--- src/rtl/irq_source_ctrl_pkg.sv ---
`default_nettype none
// ============================================================================
// Module   : irq_pkg
// Purpose  : Shared register map, CTRL bit positions and reset-FSM state type.
// Revision : 1.0 - initial release
// ============================================================================
package irq_pkg;

  localparam logic [1:0] ADDR_IFR  = 2'd0;
  localparam logic [1:0] ADDR_IER  = 2'd1;
  localparam logic [1:0] ADDR_CTRL = 2'd2;
  localparam logic [1:0] ADDR_RAW  = 2'd3;

  localparam int CTRL_SOFT_RES = 0;
  localparam int CTRL_NMI      = 1;

  typedef enum logic {
    RST_HOLD = 1'b0,
    RST_RUN  = 1'b1
  } rst_state_t;

endpackage
`default_nettype wire

--- src/rtl/irq_source_ctrl_sync_fall_detect.sv ---
`default_nettype none
// ============================================================================
// Module   : sync_fall_detect
// Purpose  : Multi-flop synchronizer (resets to 1) with a falling-edge pulse.
// Revision : 1.0 - initial release
// ============================================================================
module sync_fall_detect #(
  parameter int STAGES = 2
) (
  input  logic clk,
  input  logic rst_n,
  input  logic async_in,
  output logic sync_out,
  output logic fall_pulse
);

  logic [STAGES-1:0] r_sync;
  logic              r_prev;

  always_ff @(posedge clk or negedge rst_n) begin
    if (!rst_n) begin
      r_sync <= '1;
      r_prev <= 1'b1;
    end else begin
      r_sync <= {r_sync[STAGES-2:0], async_in};
      r_prev <= r_sync[STAGES-1];
    end
  end

  assign sync_out   = r_sync[STAGES-1];
  // One-cycle pulse, high during the cycle the synchronized level first reads 0.
  assign fall_pulse = r_prev & ~r_sync[STAGES-1];

endmodule
`default_nettype wire

--- src/rtl/irq_source_ctrl.sv ---
`default_nettype none
// ============================================================================
// Module   : irq_source_ctrl
// Purpose  : Drives 65C02 RESB/NMIB/IRQB: reset stretch, NMI pulses, IRQ flags.
// Revision : 1.0 - initial release
// ============================================================================
module irq_source_ctrl #(
  parameter int N_IRQ       = 8,
  parameter int SYNC_STAGES = 2,
  parameter int RES_STRETCH = 4,
  parameter int NMI_PULSE   = 2
) (
  input  logic             clk,
  input  logic             resb,
  input  logic             ext_resb_in,
  input  logic             ext_nmib_in,
  input  logic [N_IRQ-1:0] irq_req,
  input  logic             reg_wr,
  input  logic             reg_rd,
  input  logic [1:0]       reg_addr,
  input  logic [7:0]       reg_wdata,
  output logic [7:0]       reg_rdata,
  output logic             cpu_resb,
  output logic             cpu_nmib,
  output logic             cpu_irqb
);

  import irq_pkg::*;

  localparam int c_RES_W = $clog2(RES_STRETCH + 1);
  localparam int c_NMI_W = $clog2(NMI_PULSE + 1);

  rst_state_t         r_state;
  logic [c_RES_W-1:0] r_res_cnt;
  logic [c_NMI_W-1:0] r_nmi_cnt;
  logic [c_NMI_W-1:0] w_nmi_cnt_nxt;
  logic               r_nmib;
  logic               r_irqb;
  logic [N_IRQ-1:0]   r_ifr;
  logic [N_IRQ-1:0]   r_ier;
  logic [N_IRQ-1:0]   r_irq_prev;
  logic [N_IRQ-1:0]   w_irq_rise;
  logic [N_IRQ-1:0]   w_ifr_clr;
  logic [7:0]         r_rdata;
  logic [7:0]         w_ifr8;
  logic [7:0]         w_ier8;
  logic [7:0]         w_raw8;
  logic [7:0]         w_rd_mux;

  logic w_ext_resb_sync;
  logic w_unused_resb_fall;
  logic w_unused_nmib_level;
  logic w_nmib_fall;

  sync_fall_detect #(.STAGES(SYNC_STAGES)) u_sync_resb (
    .clk        (clk),
    .rst_n      (resb),
    .async_in   (ext_resb_in),
    .sync_out   (w_ext_resb_sync),
    .fall_pulse (w_unused_resb_fall)
  );

  sync_fall_detect #(.STAGES(SYNC_STAGES)) u_sync_nmib (
    .clk        (clk),
    .rst_n      (resb),
    .async_in   (ext_nmib_in),
    .sync_out   (w_unused_nmib_level),
    .fall_pulse (w_nmib_fall)
  );

  logic w_run;
  logic w_wr_en;
  logic w_ctrl_wr;
  logic w_soft_req;
  logic w_res_cause;
  logic w_to_hold;
  logic w_block;
  logic w_nmi_trig;

  assign w_run       = (r_state == RST_RUN);
  assign w_wr_en     = reg_wr & w_run;
  assign w_ctrl_wr   = w_wr_en & (reg_addr == ADDR_CTRL);
  assign w_soft_req  = w_ctrl_wr & reg_wdata[CTRL_SOFT_RES];
  assign w_res_cause = ~w_ext_resb_sync | w_soft_req;
  assign w_to_hold   = w_run & w_res_cause;
  // NMI/IRQ are suppressed in HOLD and on the very edge that enters it.
  assign w_block     = ~w_run | w_to_hold;
  assign w_nmi_trig  = w_nmib_fall | (w_ctrl_wr & reg_wdata[CTRL_NMI]);

  always_ff @(posedge clk or negedge resb) begin
    if (!resb) begin
      r_state   <= RST_HOLD;
      r_res_cnt <= c_RES_W'(RES_STRETCH);
    end else begin
      case (r_state)
        RST_HOLD: begin
          if (w_res_cause) begin
            r_res_cnt <= c_RES_W'(RES_STRETCH);
          end else if (r_res_cnt == c_RES_W'(1)) begin
            r_state <= RST_RUN;
          end else begin
            r_res_cnt <= r_res_cnt - c_RES_W'(1);
          end
        end
        RST_RUN: begin
          if (w_res_cause) begin
            r_state   <= RST_HOLD;
            r_res_cnt <= c_RES_W'(RES_STRETCH);
          end
        end
        default: begin
          r_state   <= RST_HOLD;
          r_res_cnt <= c_RES_W'(RES_STRETCH);
        end
      endcase
    end
  end

  always_comb begin
    w_nmi_cnt_nxt = '0;
    if (w_block) begin
      w_nmi_cnt_nxt = '0;
    end else if (r_nmi_cnt != '0) begin
      w_nmi_cnt_nxt = r_nmi_cnt - c_NMI_W'(1);
    end else if (w_nmi_trig) begin
      w_nmi_cnt_nxt = c_NMI_W'(NMI_PULSE);
    end
  end

  always_ff @(posedge clk or negedge resb) begin
    if (!resb) begin
      r_nmi_cnt <= '0;
      r_nmib    <= 1'b1;
    end else begin
      r_nmi_cnt <= w_nmi_cnt_nxt;
      r_nmib    <= (w_nmi_cnt_nxt == '0);
    end
  end

  assign w_irq_rise = irq_req & ~r_irq_prev;
  assign w_ifr_clr  = (w_wr_en && reg_addr == ADDR_IFR) ? reg_wdata[N_IRQ-1:0] : '0;

  always_ff @(posedge clk or negedge resb) begin
    if (!resb) begin
      r_irq_prev <= '0;
      r_ifr      <= '0;
      r_ier      <= '0;
      r_irqb     <= 1'b1;
    end else begin
      r_irq_prev <= irq_req;
      if (!w_run) begin
        r_ifr <= '0;
        r_ier <= '0;
      end else begin
        // Rising edges are OR-ed in after the W1C mask, so a set wins a clear.
        r_ifr <= (r_ifr & ~w_ifr_clr) | w_irq_rise;
        if (w_wr_en && reg_addr == ADDR_IER) begin
          r_ier <= reg_wdata[N_IRQ-1:0];
        end
      end
      r_irqb <= w_block ? 1'b1 : ~|(r_ifr & r_ier);
    end
  end

  always_comb begin
    w_ifr8 = '0;
    w_ier8 = '0;
    w_raw8 = '0;
    w_ifr8[N_IRQ-1:0] = r_ifr;
    w_ier8[N_IRQ-1:0] = r_ier;
    w_raw8[N_IRQ-1:0] = irq_req;
  end

  always_comb begin
    w_rd_mux = '0;
    case (reg_addr)
      ADDR_IFR:  w_rd_mux = w_ifr8;
      ADDR_IER:  w_rd_mux = w_ier8;
      ADDR_CTRL: w_rd_mux = {~r_irqb, ~r_nmib, 6'b0};
      ADDR_RAW:  w_rd_mux = w_raw8;
      default:   w_rd_mux = '0;
    endcase
  end

  always_ff @(posedge clk or negedge resb) begin
    if (!resb) begin
      r_rdata <= '0;
    end else if (reg_rd) begin
      r_rdata <= w_rd_mux;
    end
  end

  assign reg_rdata = r_rdata;
  assign cpu_resb  = w_run;
  assign cpu_nmib  = r_nmib;
  assign cpu_irqb  = r_irqb;

endmodule
`default_nettype wire

--- config.mk ---
export PLATFORM = sky130hd
export DESIGN_NAME = irq_source_ctrl
export DESIGN_NICKNAME = d
export VERILOG_FILES = /design/src/rtl/irq_source_ctrl_pkg.sv /design/src/rtl/irq_source_ctrl_sync_fall_detect.sv /design/src/rtl/irq_source_ctrl.sv
export SDC_FILE = /design/constraint.sdc
export NUM_CORES = 1
export LEC_CHECK = 0
export CAP_MARGIN = 0
export CORE_MARGIN = 5
export CORE_UTILIZATION = 40
export DETAILED_ROUTE_END_ITERATION = 16
export DONT_BUFFER_PORTS = 1
export HOLD_SLACK_MARGIN = 0.03
export PLACE_DENSITY = 0.62
export SYNTH_ARGS = -nofsm -noshare
export SYNTH_HDL_FRONTEND = slang
export SYNTH_SLANG_ARGS = --single-unit
--- constraint.sdc ---
create_clock -name clk -period 2.55 [get_ports clk]
set_input_delay 0.3825 -clock clk [delete_from_list [all_inputs] [get_ports clk]]
set_output_delay 0.3825 -clock clk [all_outputs]
set_load 0.1 [all_outputs]
==> metrics list, run 1 <==
- CTS saw 45 sinks.
* Final sum of negative setup slack: 0 ps
- In this run the tool buffered the top-level ports with 0 buffer cells.
- Worst-case clock buffer depth: 2
- Mapped Nets: 194
- Power density over the cells: slightly above 700 nW/µm²
- Fraction of final layout cells with drive strength greater than 1: 17.9%
* Per-instance average area after synthesis: ~12 µm²
- The worst hold path passes through 0 cells.
- The H-tree was split into 2 levels.
- Summed over all nets, the half-perimeter wirelength after detailed placement is 2.89 mm.
- Static timing analysis puts the maximum clock frequency at 620 MHz.
- The share of the Yosys chip area taken by registers is 57.6%.
- Number of design rule violations left after detail routing: 0
- Worst setup slack before clock tree synthesis: 960 ps
* Clock Pin Slew Worst Setup and Hold Paths: 80 ps
- Via-per-instance ratio: 5.28
- After detailed routing, the total wire length is 4.05 mm.
* Clock buffers created by TritonCTS: 5
* Length in cells of the worst reg-to-reg path: 4
* VDD IR max: 239 µV
- The floorplan has 25 rows.
- The tree is rooted in a sky130_fd_sc_hd__clkbuf_8.
* Worst Path Max Fanout: 2
* Routability-driven placement congestion ratio: between 0.7 and 0.8
- During I/O placement, the number of pins put on the boundary was 35.
* Share of the clock period used by the worst path after layout: 63.3%
* Category of the worst setup path launch point: flip-flop
* Number of flip-flops and latches in the synthesized netlist: 45
- Number of distinct library cell variants in the gate-level netlist after synthesis: 35
* CTS tree: done
- The number of gates resized after CTS was 0.
* RSZ-0062 raised after global routing: false
- The hold violation total from the final report is 0.
- Fill cell total of the finished layout: 465
- Area of the die: 6430 µm²
* Number of antenna violations at the first check in global routing: 0
- Post-synthesis cell area: 1970 µm²
- Number of cells on the critical path: 0
* Wire length of the first global-routing pass: about 6.5 mm
- DIE HEIGHT: 80.2 µm
* Vias in the first global route: roughly 1,300
* Signal arrival time at the worst endpoint: 1230 ps
* Drt pass-1 iters: 4
- Number of pins with negative max-slew slack in the final report: 0
- The min-delay analysis places its worst path in the category in -> reg.
* Yosys warns: 0
- GRT Overall Usage: between 10% and 20%
- Min Hold Slack: 84.9 ps
- Setup violations remaining at the end of the flow were counted as 0.
- The routed layout has 1,266 vias.
- Setup slack on the critical path of the routed design comes to 936 ps.
- Final ANT Viol Nets: 0
- Antenna fix cells: 0
- The floorplan step defined a core boundary enclosing 4750 µm².
- Clock Skews: 2.48 ps
- Transition time at the pin with the least slew margin: about 900 ps
* Final Net Count: 198
* Number of standard cells after synthesis: around 170
* Status: complete, no violations
- Initial core utilization: 41.5%
- After detailed routing, the average wire length per cell comes to about 17 µm.
* Min Clock Period, post-route: 1610 ps
- Die width: roughly 80 µm
- Slew headroom: between 30% and 40%
* Data required time at the worst endpoint: 2170 ps
- Entering global routing, the biggest net connects 46 pins.
- Reported leakage power: ~0.94 nW
- The design draws 1.52 mW.
- Summed over all layers, the global routing overflow is 0.
* Number of maximum-capacitance violations: 0
- Element type at the critical path end: primary output
* Clock network latency to the later pin of the worst-skew pair: about 290 ps
- Detailed Route Iter0 Violations: 84
- Syn-to-layout area delta: 8.69%
* Setup Crit Path Kind: reg -> out
==> cells in the mapped netlist (all sizes together) <==
master | n | area share [%]
a211o | 1 | 0.44
a21boi | 8 | 3.0
a21oi | 8 | 2.0
a22oi | 10 | 3.8
and3b | 1 | 0.44
and4b | 1 | 0.51
and4bb | 1 | 0.83
buf | 6 | 2.3
clkbuf | 2 | 0.44
dfrtp | 37 | 47
dfstp | 8 | 11
ha | 2 | 1.3
inv | 5 | 0.95
mux2 | 8 | 4.6
mux4 | 2 | 2.3
nand2 | 18 | 3.4
nand2b | 2 | 0.63
nand3 | 1 | 0.25
nand3b | 1 | 1.0
nand4 | 1 | 0.32
nor2 | 9 | 1.7
nor2b | 9 | 2.9
nor3 | 1 | 0.25
nor3b | 1 | 0.38
nor4b | 1 | 0.76
o211a | 1 | 0.51
o21a | 8 | 3.0
o21ai | 11 | 2.8
o311a | 1 | 0.51
o31ai | 1 | 0.38
or3 | 2 | 0.63
==> flip-flops by register name, summed over array words and instances, names as in the netlist <==
signal / count
u_sync_nmib.r_prev: 1
cpu_nmib: 1
cpu_resb: 1
r_irq_prev: 8
u_sync_nmib.r_sync: 2
r_ier: 8
reg_rdata: 8
r_nmi_cnt: 2
cpu_irqb: 1
r_ifr: 8
u_sync_resb.r_sync: 2
r_res_cnt: 3
==> per-stage QoR <==
| stage | cells | area (µm²) | utilization (%) |
|---|---|---|---|
| final | 240 | 2140 | 45.1 |
| after global routing | 240 | 2140 | 45.1 |
| after CTS | 240 | 2140 | 45.1 |
| after detailed placement | 230 | 2030 | 42.6 |
| after global placement | 230 | 2030 | 42.6 |
| after floorplan | 168 | 1970 | - |
==> final cells by class <==
type | instances | area [µm²] | area share (%)
Sequential cell | 45 | 1140 | 53.1
Multi-Input combinational cell | 110 | 763 | 35.6
Tap cell | 67 | 83.8 | 3.91
Clock buffer | 8 | 80.1 | 3.74
Timing Repair Buffer | 5 | 60.1 | 2.80
Inverter | 5 | 18.8 | 0.876
==> path summary, 6_finish.rpt <==
check / slack [ps] / end / from
max: 940 / reg_rdata[3] / reg_rdata[3]
min: 80 / u_sync_nmib.r_sync[0] / ext_nmib_in
max reg2reg: 950 / r_nmi_cnt[1] / cpu_resb
min reg2reg: 360 / u_sync_nmib.r_sync[1] / u_sync_nmib.r_sync[0]
max in group asynchronous: 1660 / r_res_cnt[2] / resb
min in group asynchronous: 620 / r_ifr[7] / resb
==> where the power goes <==
group	internal, mW	switching [mW]	total (mW)
combinational	0.0875	0.120	0.208
sequential	0.774	0.125	0.899
clock	0.195	0.223	0.418
==> cell usage in the layout, fill, tap and decap left out <==
cell                             n
sky130_fd_sc_hd__nor3b_1         1
sky130_fd_sc_hd__inv_1           5
sky130_fd_sc_hd__and4bb_4        1
sky130_fd_sc_hd__nand2_1        18
sky130_fd_sc_hd__or3_1           2
sky130_fd_sc_hd__nand3b_4        1
sky130_fd_sc_hd__nor2b_1         9
sky130_fd_sc_hd__o21ai_0        10
sky130_fd_sc_hd__a22oi_1        10
sky130_fd_sc_hd__clkbuf_1        3
sky130_fd_sc_hd__nand4_1         1
sky130_fd_sc_hd__buf_16          1
sky130_fd_sc_hd__nand2b_1        2
sky130_fd_sc_hd__dfrtp_2         1
sky130_fd_sc_hd__nor3_1          1
sky130_fd_sc_hd__buf_4           3
sky130_fd_sc_hd__and4b_1         1
sky130_fd_sc_hd__clkbuf_8        5
sky130_fd_sc_hd__a21boi_0        8
sky130_fd_sc_hd__nor4b_2         1
sky130_fd_sc_hd__o21a_1          8
sky130_fd_sc_hd__nand3_1         1
sky130_fd_sc_hd__o311a_1         1
sky130_fd_sc_hd__and3b_1         1
sky130_fd_sc_hd__mux4_2          2
sky130_fd_sc_hd__dfstp_2         8
sky130_fd_sc_hd__o21ai_1         1
sky130_fd_sc_hd__a21oi_1         8
sky130_fd_sc_hd__mux2_2          8
sky130_fd_sc_hd__nor2_1          9
sky130_fd_sc_hd__dfrtp_1        36
sky130_fd_sc_hd__o211a_1         1
sky130_fd_sc_hd__dlygate4sd3_1   1
sky130_fd_sc_hd__o31ai_1         1
sky130_fd_sc_hd__a211o_1         1
sky130_fd_sc_hd__ha_1            2
==> worst register-to-register path, stage by stage (launching register included) <==
cell and delay (ps):
sky130_fd_sc_hd__dfrtp_2 470, sky130_fd_sc_hd__buf_4 430, sky130_fd_sc_hd__nand3_1 170, sky130_fd_sc_hd__nor4b_2 280, sky130_fd_sc_hd__o311a_1 200
==> layer usage <==
layer / part of all wire [%] / wire [µm] / vias up / global-route usage (%)
li1: - / - / 596 / -
met1: 42 / 1710 / 634 / 16.2
met2: 50 / 2010 / 29 / 22.1
met3: 6.3 / 255 / 7 / 4.26
met4: 1.8 / 73 / 0 / 5.07
met5: 0 / 0 / - / 0
==> logic make-up after synthesis <==
group	after synthesis	share of synthesized area, %
adders and majority gates	2	1.27
AOI/OAI and AO/OA	49	16.6
muxes	10	6.85
and+or+nand+nor	49	14.0
buffers and inverters	13	3.68
DFF	45	57.6
==> what timing repair did <==
item	in CTS	in global routing
setup endpoints to repair	0	0
setup buffers	0	0
hold buffers	2	0
hold endpoints to repair	45	0
Power figures use the tool's default switching activity.
==> inputs of run 2 (changes only) <==
==> constraint.sdc (replaced) <==
create_clock -name clk -period 1.65 [get_ports clk]
set_input_delay 0.2475 -clock clk [delete_from_list [all_inputs] [get_ports clk]]
set_output_delay 0.2475 -clock clk [all_outputs]
set_load 0.1 [all_outputs]
==> run 2 against run 1 <==
Against the previous run: largest power group unchanged; combinational power rose by 150%; highest routed layer unchanged; clock skew increased by 8.2 ps; die area unchanged; final cell count increased by 8.8%; via count grew 6.6%; critical path depth grew 3; routed wire length grew 9.2%; count of clock-buffer cells in the layout stayed put; non-clock buffer count up 21; global-route usage rose by 1.4 points; sequential power rose by 41%; critical path type is now reg -> reg.
==> metrics list, run 2 (synthesized netlist as in run 1, its figures left out) <==
* Status: complete, no violations (unchanged)
- Setup Crit Path Kind: reg -> reg (was reg -> out)
- The post-layout total power came to 2.46 mW (was 1.52 mW).
- Category of the worst setup path launch point: flip-flop (unchanged)
- Based on the critical path, the design can be clocked at up to about 670 MHz.
* Final Net Count: 219 (was 198)
- Final Hold Fails: 0 (unchanged)
- Clock H-tree levels: 2 (unchanged)
- The detailed-route wire length is 4.42 mm (was 4.05 mm).
- Placement Rows: 25 (unchanged)
- The die area is 6430 µm² (unchanged).
* Clock network latency to the later pin of the worst-skew pair: 290 ps (about the same)
- In the finished design, the share of the clock period the worst path needs comes to 90.6%.
* Fraction of final layout cells with drive strength greater than 1: 21.1% (was 17.9%)
- The global routing usage summed across all routing layers came to 14.7% (was 13.4%).
- The reported leakage power was 1.04 nW (was 0.938 nW).
- CTS tree: done (unchanged)
- Final routed wire length divided by cell count: 16.9 µm (about the same)
* Clock buffers created by TritonCTS: 5 (unchanged)
* Fill cell total of the finished layout: 455 (was 465)
* Pin count of the biggest net entering global routing: 46 (unchanged)
- The detailed-router iteration count before antenna repair is 4 (unchanged).
- Most common cell after layout, fill and taps aside: sky130_fd_sc_hd__dfrtp_1 (unchanged)
* Root Buffer Master: sky130_fd_sc_hd__clkbuf_8 (unchanged)
- The worst min-delay path category was in -> reg (unchanged).
- GRT Residual Overflow: 0 (unchanged)
* I/O pins: 35 (unchanged)
- Data required time at the worst endpoint: 1820 ps (was 2170 ps)
- Syn-to-layout area delta: 19.1% (was 8.69%)
* Clock Pin Slew Worst Setup and Hold Paths: 80 ps (about the same)
* Worst Path Max Fanout: 2 (unchanged)
* Wire length of the first global-routing pass: 7.18 mm (was 6.50 mm)
- The via count of the first global-routing pass was 1,458 (was 1,267).
- Element type at the critical path end: flip-flop (was primary output)
- Final sum of negative setup slack: 0 ps (unchanged)
* Slew headroom: 65.0% (was 39.9%)
* Highest-count cells in the layout ignoring fill and taps: sky130_fd_sc_hd__dfrtp_1 (36), sky130_fd_sc_hd__nand2_1 (18), sky130_fd_sc_hd__dlygate4sd3_1 (13) (was sky130_fd_sc_hd__dfrtp_1 (36), sky130_fd_sc_hd__nand2_1 (18), sky130_fd_sc_hd__a22oi_1 (10), sky130_fd_sc_hd__o21ai_0 (10))
- Antenna fix cells: 0 (unchanged)
* Clock Skews: 10.7 ps (was 2.48 ps)
- Subtracting the final worst setup slack from the clock period gives 1500 ps.
- The number of slew-limit violations in the final report came to 0 (unchanged).
- The total setup violations reported at the end of the flow came to 0 (unchanged).
* Power density over the cells: 1050 nW/µm² (was 711 nW/µm²)
- Number of design rule violations left after detail routing: 0 (unchanged)
* Detailed Route Iter0 Violations: 92 (was 84)
- Standard cell core area: 4750 µm² (unchanged)
- The antenna violation net count after detailed routing came to 0 (unchanged).
* Number of maximum-capacitance violations: 0 (unchanged)
- The number of buffers on the longest clock path came to 2 (unchanged).
- Initial core utilization: 41.5% (unchanged)
- HPWL after detailed placement: 3.11 mm (was 2.89 mm)
- RSZ-0062 raised after global routing: false (unchanged)
- Die width: 80.2 µm (unchanged)
* Transition time at the pin with the least slew margin: 525 ps (was 901 ps)
* Total clock sinks: 45 (unchanged)
- Via Count: 1,350 (was 1,266)
* Signal arrival time at the worst endpoint: 1670 ps (was 1230 ps)
- The average via count per standard cell was 5.17 (was 5.28).
* Port bufs: 0 (unchanged)
- The largest voltage drop on the vdd net is 661 µV (was 239 µV).
* Number of buffers inserted to repair setup after CTS: 0 (unchanged)
* Routability-driven placement congestion ratio: 0.768 (was 0.783)
- Number of antenna violations at the first check in global routing: 0 (unchanged)
- DIE HEIGHT: 80.2 µm (unchanged)
[run 2: cell count changes in the layout (fill, tap and decap cells not counted)]
cell | previous run | this run
sky130_fd_sc_hd__dfstp_2 | 8 | 6
sky130_fd_sc_hd__dlygate4sd3_1 | 1 | 13
sky130_fd_sc_hd__clkbuf_1 | 3 | 2
sky130_fd_sc_hd__clkbuf_8 | 5 | 6
sky130_fd_sc_hd__buf_4 | 3 | 12
sky130_fd_sc_hd__dfstp_4 | 0 | 2
[run 2: worst paths after layout]
kind                       cells after the start  slack (ps)             startpoint                    end
min in group asynchronous                      2         440                   resb           reg_rdata[7]
setup / recovery                               3         150               cpu_nmib           reg_rdata[6]
max in group asynchronous                      2         930                   resb           r_res_cnt[2]
hold reg to reg                                0         360  u_sync_resb.r_sync[0]  u_sync_resb.r_sync[1]
hold / removal                                 1          40                 reg_rd           reg_rdata[5]
setup reg to reg                               3         150               cpu_nmib           reg_rdata[6]
[run 2: final cells by class]
| class | instances | area [µm²] | area share (%) |
|---|---|---|---|
| Clock buffer | 8 | 90.1 | 3.84 |
| Inverter | 5 | 18.8 | 0.799 |
| Multi-Input combinational cell | 110 | 763 | 32.5 |
| Sequential cell | 45 | 1140 | 48.7 |
| Tap cell | 67 | 83.8 | 3.57 |
| Timing Repair Buffer | 26 | 248 | 10.5 |
[run 2: power breakdown]
part | switching [mW] | internal [mW] | leakage, nW
clock | 0.334 | 0.341 | 0.0455
combinational | 0.331 | 0.182 | 0.428
sequential | 0.0678 | 1.20 | 0.566
[run 2: per-stage QoR]
stage	instance area (µm²)	std cells	setup WS [ps]	utilization (%)	hold WS (ps)
after floorplan	1980	168	0.596	-	-48.1
after global placement	2100	239	213	44.2	-46.2
after detailed placement	2100	239	161	44.2	-46.5
after CTS	2340	260	144	49.2	32.3
after global routing	2350	261	47.1	49.4	31.3
final	2350	261	154	49.4	40.0
[run 2: metal layers]
| metal | GRT usage (%) | share of wire [%] |
|---|---|---|
| met3 | 5.49 | 6.5 |
| met4 | 4.05 | 0.81 |
| met5 | 0 | 0 |
| met1 | 18.2 | 42 |
| met2 | 24.1 | 50 |
[run 2: repair_timing]
item	in CTS	in global routing
endpoints found under the hold margin	57	2
gates resized for setup	0	0
hold buffers	13	1
[run 2: critical path, cell delays in order, from the launching register on]
cell,delay (ps)
sky130_fd_sc_hd__dfstp_4,620
sky130_fd_sc_hd__inv_1,40
sky130_fd_sc_hd__mux4_2,450
sky130_fd_sc_hd__mux2_2,270
